<file path="config.mk">
export PLATFORM = sky130hd
export DESIGN_NAME = fetch_branch_predictor
export DESIGN_NICKNAME = d
export VERILOG_FILES = /design/src/rtl/fetch_branch_predictor_pkg.sv /design/src/rtl/fetch_branch_predictor_counter.sv /design/src/rtl/fetch_branch_predictor.sv
export SDC_FILE = /design/constraint.sdc
export NUM_CORES = 2
export LEC_CHECK = 0
export CAP_MARGIN = 20
export CORE_ASPECT_RATIO = 0.75
export CORE_UTILIZATION = 30
export CTS_CLUSTER_SIZE = 14
export DETAILED_ROUTE_END_ITERATION = 8
export GPL_ROUTABILITY_DRIVEN = 0
export GPL_TIMING_DRIVEN = 0
export PLACE_DENSITY = 0.53
export SLEW_MARGIN = 20
export SYNTH_ARGS = -nofsm -noshare
export SYNTH_HDL_FRONTEND = slang
export SYNTH_SLANG_ARGS = --single-unit
</file>
<file path="constraint.sdc">
create_clock -name iCLOCK -period 8.1 [get_ports iCLOCK]
set_clock_uncertainty 0.15 [all_clocks]
set_input_delay 0.81 -clock iCLOCK [delete_from_list [all_inputs] [get_ports iCLOCK]]
set_output_delay 0.81 -clock iCLOCK [all_outputs]
set_load 0.05 [all_outputs]
</file>
<file path="src/rtl/fetch_branch_predictor_pkg.sv">
// Shared definitions for the fetch-stage branch target buffer:
// 2-bit saturating counter type, its encodings, the taken threshold
// and the value a newly allocated entry starts with.
package fetch_branch_predictor_pkg;

    typedef logic [1:0] bp_counter_t;

    localparam bp_counter_t BP_CNT_STRONG_NT   = 2'd0;
    localparam bp_counter_t BP_CNT_WEAK_NT     = 2'd1;
    localparam bp_counter_t BP_CNT_WEAK_T      = 2'd2;
    localparam bp_counter_t BP_CNT_STRONG_T    = 2'd3;

    // Counter values at or above this predict taken.
    localparam bp_counter_t BP_TAKEN_THRESHOLD = 2'd2;
    // A freshly allocated entry starts weakly taken.
    localparam bp_counter_t BP_ALLOC_VALUE     = 2'd2;

    function automatic logic bp_is_taken(input bp_counter_t cnt);
        return (cnt >= BP_TAKEN_THRESHOLD);
    endfunction

endpackage

</file>
<file path="src/rtl/fetch_branch_predictor_counter.sv">
// Next-state function of a 2-bit saturating branch counter:
// counts up on taken (saturating at strong-taken) and down on
// not-taken (saturating at strong-not-taken). Purely combinational.
module fetch_branch_predictor_counter
    import fetch_branch_predictor_pkg::*;
(
    input  logic [1:0] iCOUNTER,
    input  logic       iTAKEN,
    output logic [1:0] oCOUNTER
);

    // Saturating increment / decrement of the counter.
    always_comb begin
        oCOUNTER = iCOUNTER;
        if (iTAKEN) begin
            if (iCOUNTER != BP_CNT_STRONG_T) begin
                oCOUNTER = iCOUNTER + 2'd1;
            end
        end else begin
            if (iCOUNTER != BP_CNT_STRONG_NT) begin
                oCOUNTER = iCOUNTER - 2'd1;
            end
        end
    end

endmodule

</file>
<file path="src/rtl/fetch_branch_predictor.sv">
// Fetch-stage branch predictor: direct-mapped branch target buffer with
// a tag, target and 2-bit saturating counter per entry.
// Lookups are captured on one edge and presented registered on the next;
// resolved branches from execute update the table and hit/miss statistics.
// Build option MIST32E10FA_BTB_BYPASS_EN: when defined, a lookup captured in
// the same cycle as an update to the same index sees the updated entry;
// otherwise it sees the entry as it was before the update.
module fetch_branch_predictor
    import fetch_branch_predictor_pkg::*;
#(
    parameter int P_INDEX_W = 6
) (
    input  logic        iCLOCK,
    input  logic        iRESET_SYNC,
    input  logic        iSTATE_NORMAL,
    input  logic        iFETCH_REQ,
    input  logic [31:0] iFETCH_ADDR,
    input  logic        iFETCH_BUSY,
    input  logic        iFLUSH,
    output logic        oPREDICT_VALID,
    output logic        oPREDICT_ENA,
    output logic [31:0] oPREDICT_ADDR,
    input  logic        iUPDATE_VALID,
    input  logic [31:0] iUPDATE_ADDR,
    input  logic        iUPDATE_TAKEN,
    input  logic [31:0] iUPDATE_TARGET,
    input  logic        iUPDATE_PREDICT_HIT,
    output logic [31:0] oHIT_COUNT,
    output logic [31:0] oMISS_COUNT
);

    localparam int LP_ENTRIES = 1 << P_INDEX_W;
    localparam int LP_TAG_W   = 32 - P_INDEX_W - 2;

    // Table storage. Valid and counter are reset; tag and target are
    // masked by valid and therefore left unreset.
    logic              r_valid   [LP_ENTRIES];
    bp_counter_t       r_counter [LP_ENTRIES];
    logic [LP_TAG_W-1:0] r_tag   [LP_ENTRIES];
    logic [31:0]       r_target  [LP_ENTRIES];

    // Registered lookup result.
    logic        r_predict_valid;
    logic        r_predict_ena;
    logic [31:0] r_predict_addr;
    logic        w_predict_valid_next;
    logic        w_predict_ena_next;
    logic [31:0] w_predict_addr_next;

    // Statistics.
    logic [31:0] r_hit_count;
    logic [31:0] r_miss_count;

    // Update-side decode.
    logic [P_INDEX_W-1:0] w_upd_idx;
    logic [LP_TAG_W-1:0]  w_upd_tag;
    logic                 w_upd_en;
    logic                 w_upd_hit;
    logic [1:0]           w_cnt_stepped;
    logic                 w_wr_en;
    logic [31:0]          w_wr_target;
    bp_counter_t          w_wr_counter;

    // Lookup-side decode.
    logic [P_INDEX_W-1:0] w_rd_idx;
    logic [LP_TAG_W-1:0]  w_rd_tag;
    logic                 w_bypass;
    logic                 w_view_valid;
    logic [LP_TAG_W-1:0]  w_view_tag;
    logic [31:0]          w_view_target;
    bp_counter_t          w_view_counter;
    logic                 w_lookup_hit;
    logic                 w_capture;

    // Byte-offset bits of word-aligned PCs carry no information.
    logic w_unused_addr_bits;
    assign w_unused_addr_bits = ^{iFETCH_ADDR[1:0], iUPDATE_ADDR[1:0]};

    assign w_upd_idx = iUPDATE_ADDR[P_INDEX_W+1:2];
    assign w_upd_tag = iUPDATE_ADDR[31:P_INDEX_W+2];
    assign w_rd_idx  = iFETCH_ADDR[P_INDEX_W+1:2];
    assign w_rd_tag  = iFETCH_ADDR[31:P_INDEX_W+2];

    // Reset overrides any update presented in the same cycle.
    assign w_upd_en  = iUPDATE_VALID && iSTATE_NORMAL && !iRESET_SYNC;
    assign w_upd_hit = r_valid[w_upd_idx] && (r_tag[w_upd_idx] == w_upd_tag);

    fetch_branch_predictor_counter u_counter (
        .iCOUNTER (r_counter[w_upd_idx]),
        .iTAKEN   (iUPDATE_TAKEN),
        .oCOUNTER (w_cnt_stepped)
    );

    // A hit always rewrites the entry (counter step, target on taken);
    // a miss only allocates when the branch was taken.
    assign w_wr_en      = w_upd_en && (w_upd_hit || iUPDATE_TAKEN);
    assign w_wr_target  = iUPDATE_TAKEN ? iUPDATE_TARGET : r_target[w_upd_idx];
    assign w_wr_counter = w_upd_hit ? bp_counter_t'(w_cnt_stepped) : BP_ALLOC_VALUE;

    // Per-entry valid bit and counter, cleared by reset.
    generate
        for (genvar gi = 0; gi < LP_ENTRIES; gi++) begin : g_entry
            localparam logic [P_INDEX_W-1:0] LP_IDX = P_INDEX_W'(gi);
            // Write this entry's valid and counter when the update targets it.
            always_ff @(posedge iCLOCK) begin
                if (iRESET_SYNC) begin
                    r_valid[gi]   <= 1'b0;
                    r_counter[gi] <= BP_CNT_STRONG_NT;
                end else if (w_wr_en && (w_upd_idx == LP_IDX)) begin
                    r_valid[gi]   <= 1'b1;
                    r_counter[gi] <= w_wr_counter;
                end
            end
        end
    endgenerate

    // Tag and target storage; written alongside valid/counter, never reset.
    always_ff @(posedge iCLOCK) begin
        if (w_wr_en) begin
            r_tag[w_upd_idx]    <= w_upd_tag;
            r_target[w_upd_idx] <= w_wr_target;
        end
    end

`ifdef MIST32E10FA_BTB_BYPASS_EN
    assign w_bypass = w_wr_en && (w_upd_idx == w_rd_idx);
`else
    assign w_bypass = 1'b0;
`endif

    // Entry as seen by the lookup: either stored contents or the
    // value being written this cycle when forwarding is enabled.
    always_comb begin
        w_view_valid   = r_valid[w_rd_idx];
        w_view_tag     = r_tag[w_rd_idx];
        w_view_target  = r_target[w_rd_idx];
        w_view_counter = r_counter[w_rd_idx];
        if (w_bypass) begin
            w_view_valid   = 1'b1;
            w_view_tag     = w_upd_tag;
            w_view_target  = w_wr_target;
            w_view_counter = w_wr_counter;
        end
    end

    assign w_lookup_hit = w_view_valid && (w_view_tag == w_rd_tag) &&
                          bp_is_taken(w_view_counter) && iSTATE_NORMAL;
    assign w_capture    = iFETCH_REQ && !iFETCH_BUSY && !iFLUSH;

    // Next lookup result: flush clears, busy holds, a capture loads, idle clears.
    always_comb begin
        w_predict_valid_next = 1'b0;
        w_predict_ena_next   = 1'b0;
        w_predict_addr_next  = 32'h0;
        if (iFLUSH) begin
            w_predict_valid_next = 1'b0;
        end else if (iFETCH_BUSY) begin
            w_predict_valid_next = r_predict_valid;
            w_predict_ena_next   = r_predict_ena;
            w_predict_addr_next  = r_predict_addr;
        end else if (w_capture) begin
            w_predict_valid_next = 1'b1;
            w_predict_ena_next   = w_lookup_hit;
            w_predict_addr_next  = w_lookup_hit ? w_view_target : 32'h0;
        end
    end

    // Lookup result register.
    always_ff @(posedge iCLOCK) begin
        if (iRESET_SYNC) begin
            r_predict_valid <= 1'b0;
            r_predict_ena   <= 1'b0;
            r_predict_addr  <= 32'h0;
        end else begin
            r_predict_valid <= w_predict_valid_next;
            r_predict_ena   <= w_predict_ena_next;
            r_predict_addr  <= w_predict_addr_next;
        end
    end

    // Resolved-branch statistics, wrapping naturally at 2**32.
    always_ff @(posedge iCLOCK) begin
        if (iRESET_SYNC) begin
            r_hit_count  <= 32'h0;
            r_miss_count <= 32'h0;
        end else if (w_upd_en) begin
            if (iUPDATE_PREDICT_HIT) begin
                r_hit_count  <= r_hit_count + 32'd1;
            end else begin
                r_miss_count <= r_miss_count + 32'd1;
            end
        end
    end

    assign oPREDICT_VALID = r_predict_valid;
    assign oPREDICT_ENA   = r_predict_ena;
    assign oPREDICT_ADDR  = r_predict_addr;
    assign oHIT_COUNT     = r_hit_count;
    assign oMISS_COUNT    = r_miss_count;

endmodule

</file>
==> results.json <==
{
  "required_ns": 8.62,
  "grt_start_max_net_pins": 71,
  "ys.warnings.count": 0,
  "final_layout_size_suffix_gt1_frac": 0.3296,
  "power_frac_clock": 0.417,
  "synth.distinct_cells": 74,
  "syn2layout_area_growth_pct": 20.78,
  "synth_fp_nets": 8046,
  "hpwl_mm": 495.8,
  "antenna_found_initial": 94,
  "grt_pass1_wl_mm": 904.7,
  "final_cell_mix": "3,775 x edfxtp_1, 1,425 x mux4_2, 399 x clkbuf_16, 360 x mux2i_1, 293 x buf_2",
  "detail_route.wl_per_cell_um": 42.04,
  "cap_violations": 0,
  "rsz0062_at_grt": "false",
  "total_power_mw": 44.22,
  "fmax_mhz": 116.6,
  "first_global_vias": 95720,
  "dieWidth_um": 855.0,
  "final_net_count": 9036,
  "pwr-share-seq": 0.499,
  "ant_nets": 0,
  "route.detailed.drc": 4,
  "placedInstanceArea_um2": 184600,
  "slew_headroom": 0.1286,
  "pwr_density_cell_nw_per_um2": 223.6,
  "p_comb_frac": 0.084,
  "cts_buffers": 393,
  "fp.dieH_um": 641.8,
  "arrival_ns": 9.09,
  "die-area_um2": 548700,
  "violations": "design-rule violations, negative setup slack",
  "dpl_worst_slack_ns": -1.808,
  "vias": 101200,
  "num_rows": 234,
  "intPower_mw": 33.44,
  "hold_violations": 0,
  "synth_seq_area_share": 0.7045,
  "netSwitchingPower_mw": 10.78,
  "finalInstanceArea_um2": 197700,
  "mappedNetlistArea_um2": 163700,
  "clk_pin_slew_ns": 0.06,
  "critical_path_class": "in2reg",
  "netSwitchingFraction": 0.2438,
  "setup_viol": 716,
  "grt.overflow.total": 0,
  "fill_cells": 49120,
  "wl_mm": 694.8,
  "routed_via_density": 6.124,
  "critPathLaunchType": "input pin",
  "cts.htree.levels": 5,
  "synth-edff-count": 3775,
  "p_leak_nw": 61.99,
  "slew_viol_final": 0,
  "mostFrequentLayoutCell": "edfxtp_1",
  "clock_latency_ns": 1.07,
  "numPortBuffers": 190,
  "synth_ff_type": "edfxtp_1",
  "start_util": 0.3018,
  "firstDrtPassIters": 8,
  "clockBufferDepth": 4,
  "ir_worst_vdd_v": 0.0002023,
  "cts_tree": "yes",
  "critPathCaptureType": "flip-flop",
  "syn_avg_cell_area_um2": 20.62,
  "period_minus_slack_ns": 8.575,
  "hp-class": "in2reg",
  "cts_root_buf": "clkbuf_16",
  "post-route-period-util": 1.059,
  "netlist_instances": 7939,
  "ys_async_sr_fraction": 0,
  "clock_sinks": 3874,
  "ys_ff_latch": 3874,
  "coreArea_um2": 542500,
  "worst_slack_ns": -0.4750,
  "grtUsageTotal": 0.2453,
  "crit_fanout": 10,
  "drt-initial-drc-count": 19390,
  "tightest_slew_ns": 1.290,
  "outcome": "finished, violations left",
  "ios": 203
}
-- power groups by stage --
stage	clock (mW)	sequential, mW	combinational (mW)
finish	18.5	22.1	3.71
global route	19.3	22.1	3.67
detailed placement	0	22.5	3.51
global placement	0	22.5	3.32
CTS	18.6	22.1	3.52
floorplan	0	22.5	1.58
-- worst max-delay path, cell delays in order --
cell and delay (ns):
buf_4 0.26, buf_4 0.42, buf_4 0.58, buf_2 1.02, buf_4 0.69, buf_2 0.71
mux2i_1 0.26, a221oi_1 0.09, o21ai_0 0.28, nand4_1 0.19, xnor2_1 0.33, nand3_1 0.29
o22ai_1 0.48, and3_1 0.35, clkbuf_1 0.27, a21oi_1 0.12, buf_2 0.25, buf_2 0.33
nor2_4 0.53, buf_16 0.23, buf_16 0.19, buf_16 0.18
-- routing by layer --
layer | global-route usage | wire, um | part of all wire | vias up
li1 | - | - | - | 35960
met1 | 0.3203 | 255400 | 0.37 | 54050
met2 | 0.3365 | 283900 | 0.41 | 9152
met3 | 0.1177 | 110900 | 0.16 | 1984
met4 | 0.1257 | 43080 | 0.062 | 76
met5 | 0.009766 | 1468 | 0.0021 | -
-- timing repair --
action	CTS	global route
setup buffers	4	7
pin swaps	3	3
hold buffers	10	0
endpoints found under the hold margin	99	0
resized for setup	5	12
setup endpoints to repair	1508	1218
-- per-stage QoR --
step                utilization  TNS [ns]  hold WS [ns]  std cells
floorplan                     -         0        0.3121       7939
finish                   0.3645   -110.37       0.04750      16530
global placement         0.3219         -        0.2856      15330
detailed placement       0.3402  -2517.59        0.2909      15710
global route             0.3643         0       0.03627      16480
CTS                      0.3639         0     0.0009170      16440
-- cell families after synthesis --
family / count (synthesis) / share of synthesized area
compound gates: 652 / 0.02785
xor+xnor: 96 / 0.005136
fa+ha+maj: 3 / 0.0002216
buf+inv: 558 / 0.01616
flops: 3874 / 0.7045
mux: 1814 / 0.2200
simple gates: 942 / 0.02612
-- synthesized netlist by cell type (all sizes together), types with 5 or more instances --
cell type | number | share of area
and2 | 25 | 0.00096
and4 | 10 | 0.00053
edfxtp | 3775 | 0.69
o21bai | 64 | 0.0029
o221ai | 13 | 0.00070
inv | 12 | 0.00028
nand2b | 16 | 0.00061
xor2 | 57 | 0.0030
a22oi | 158 | 0.0072
a221oi | 16 | 0.00086
a22o | 47 | 0.0025
a211oi | 26 | 0.0012
clkbuf | 221 | 0.0051
nand4 | 25 | 0.00099
nor4 | 10 | 0.00038
nand2 | 257 | 0.0059
dfxtp | 99 | 0.012
xnor2 | 39 | 0.0021
or3 | 19 | 0.00073
o22ai | 31 | 0.0012
nor2 | 367 | 0.0084
nor2b | 35 | 0.0013
nand3 | 106 | 0.0033
a21oi | 68 | 0.0021
and3 | 24 | 0.00092
or2 | 5 | 0.00019
a21o | 5 | 0.00023
a2111oi | 6 | 0.00032
o21ai | 69 | 0.0021
mux4 | 1425 | 0.20
mux2 | 28 | 0.0019
a31oi | 92 | 0.0035
buf | 324 | 0.011
mux2i | 361 | 0.022
o211ai | 17 | 0.00078
nor3 | 19 | 0.00058
-- path summary, 6_finish.rpt --
| check | startpoint | to | slack (ns) | cells after the start |
|---|---|---|---|---|
| setup / recovery | iUPDATE_ADDR[3] | r_tag[23][3] | -0.47 | 22 |
| hold reg to reg | oPREDICT_ENA | oPREDICT_ENA | 0.31 | 1 |
| hold / removal | iUPDATE_ADDR[12] | r_tag[50][4] | 0.05 | 1 |
| setup reg to reg | r_tag[46][12] | r_tag[23][3] | 1.80 | 16 |
-- state kept, by name, indices dropped and copies added (netlist names) --
| name | cells |
|---|---|
| r_target | 2048 |
| oMISS_COUNT | 32 |
| r_valid | 64 |
| oPREDICT_VALID | 1 |
| r_counter | 128 |
| oHIT_COUNT | 32 |
| oPREDICT_ADDR | 32 |
| r_tag | 1536 |
| oPREDICT_ENA | 1 |
-- cell type report --
cell class | count | area (um2) | area share
antenna | 75 | 187.7 | 0.0009491
buffer | 545 | 2820 | 0.01426
timing repair buffer | 595 | 10850 | 0.05486
sequential | 3874 | 115300 | 0.5833
clock buffer | 487 | 10360 | 0.05237
inverter | 13 | 48.80 | 0.0002468
multi-input combinational | 3507 | 46810 | 0.2367
clock inverter | 234 | 2326 | 0.01176
tap | 7198 | 9006 | 0.04554
Note: power is estimated with default switching activity, not from simulation.
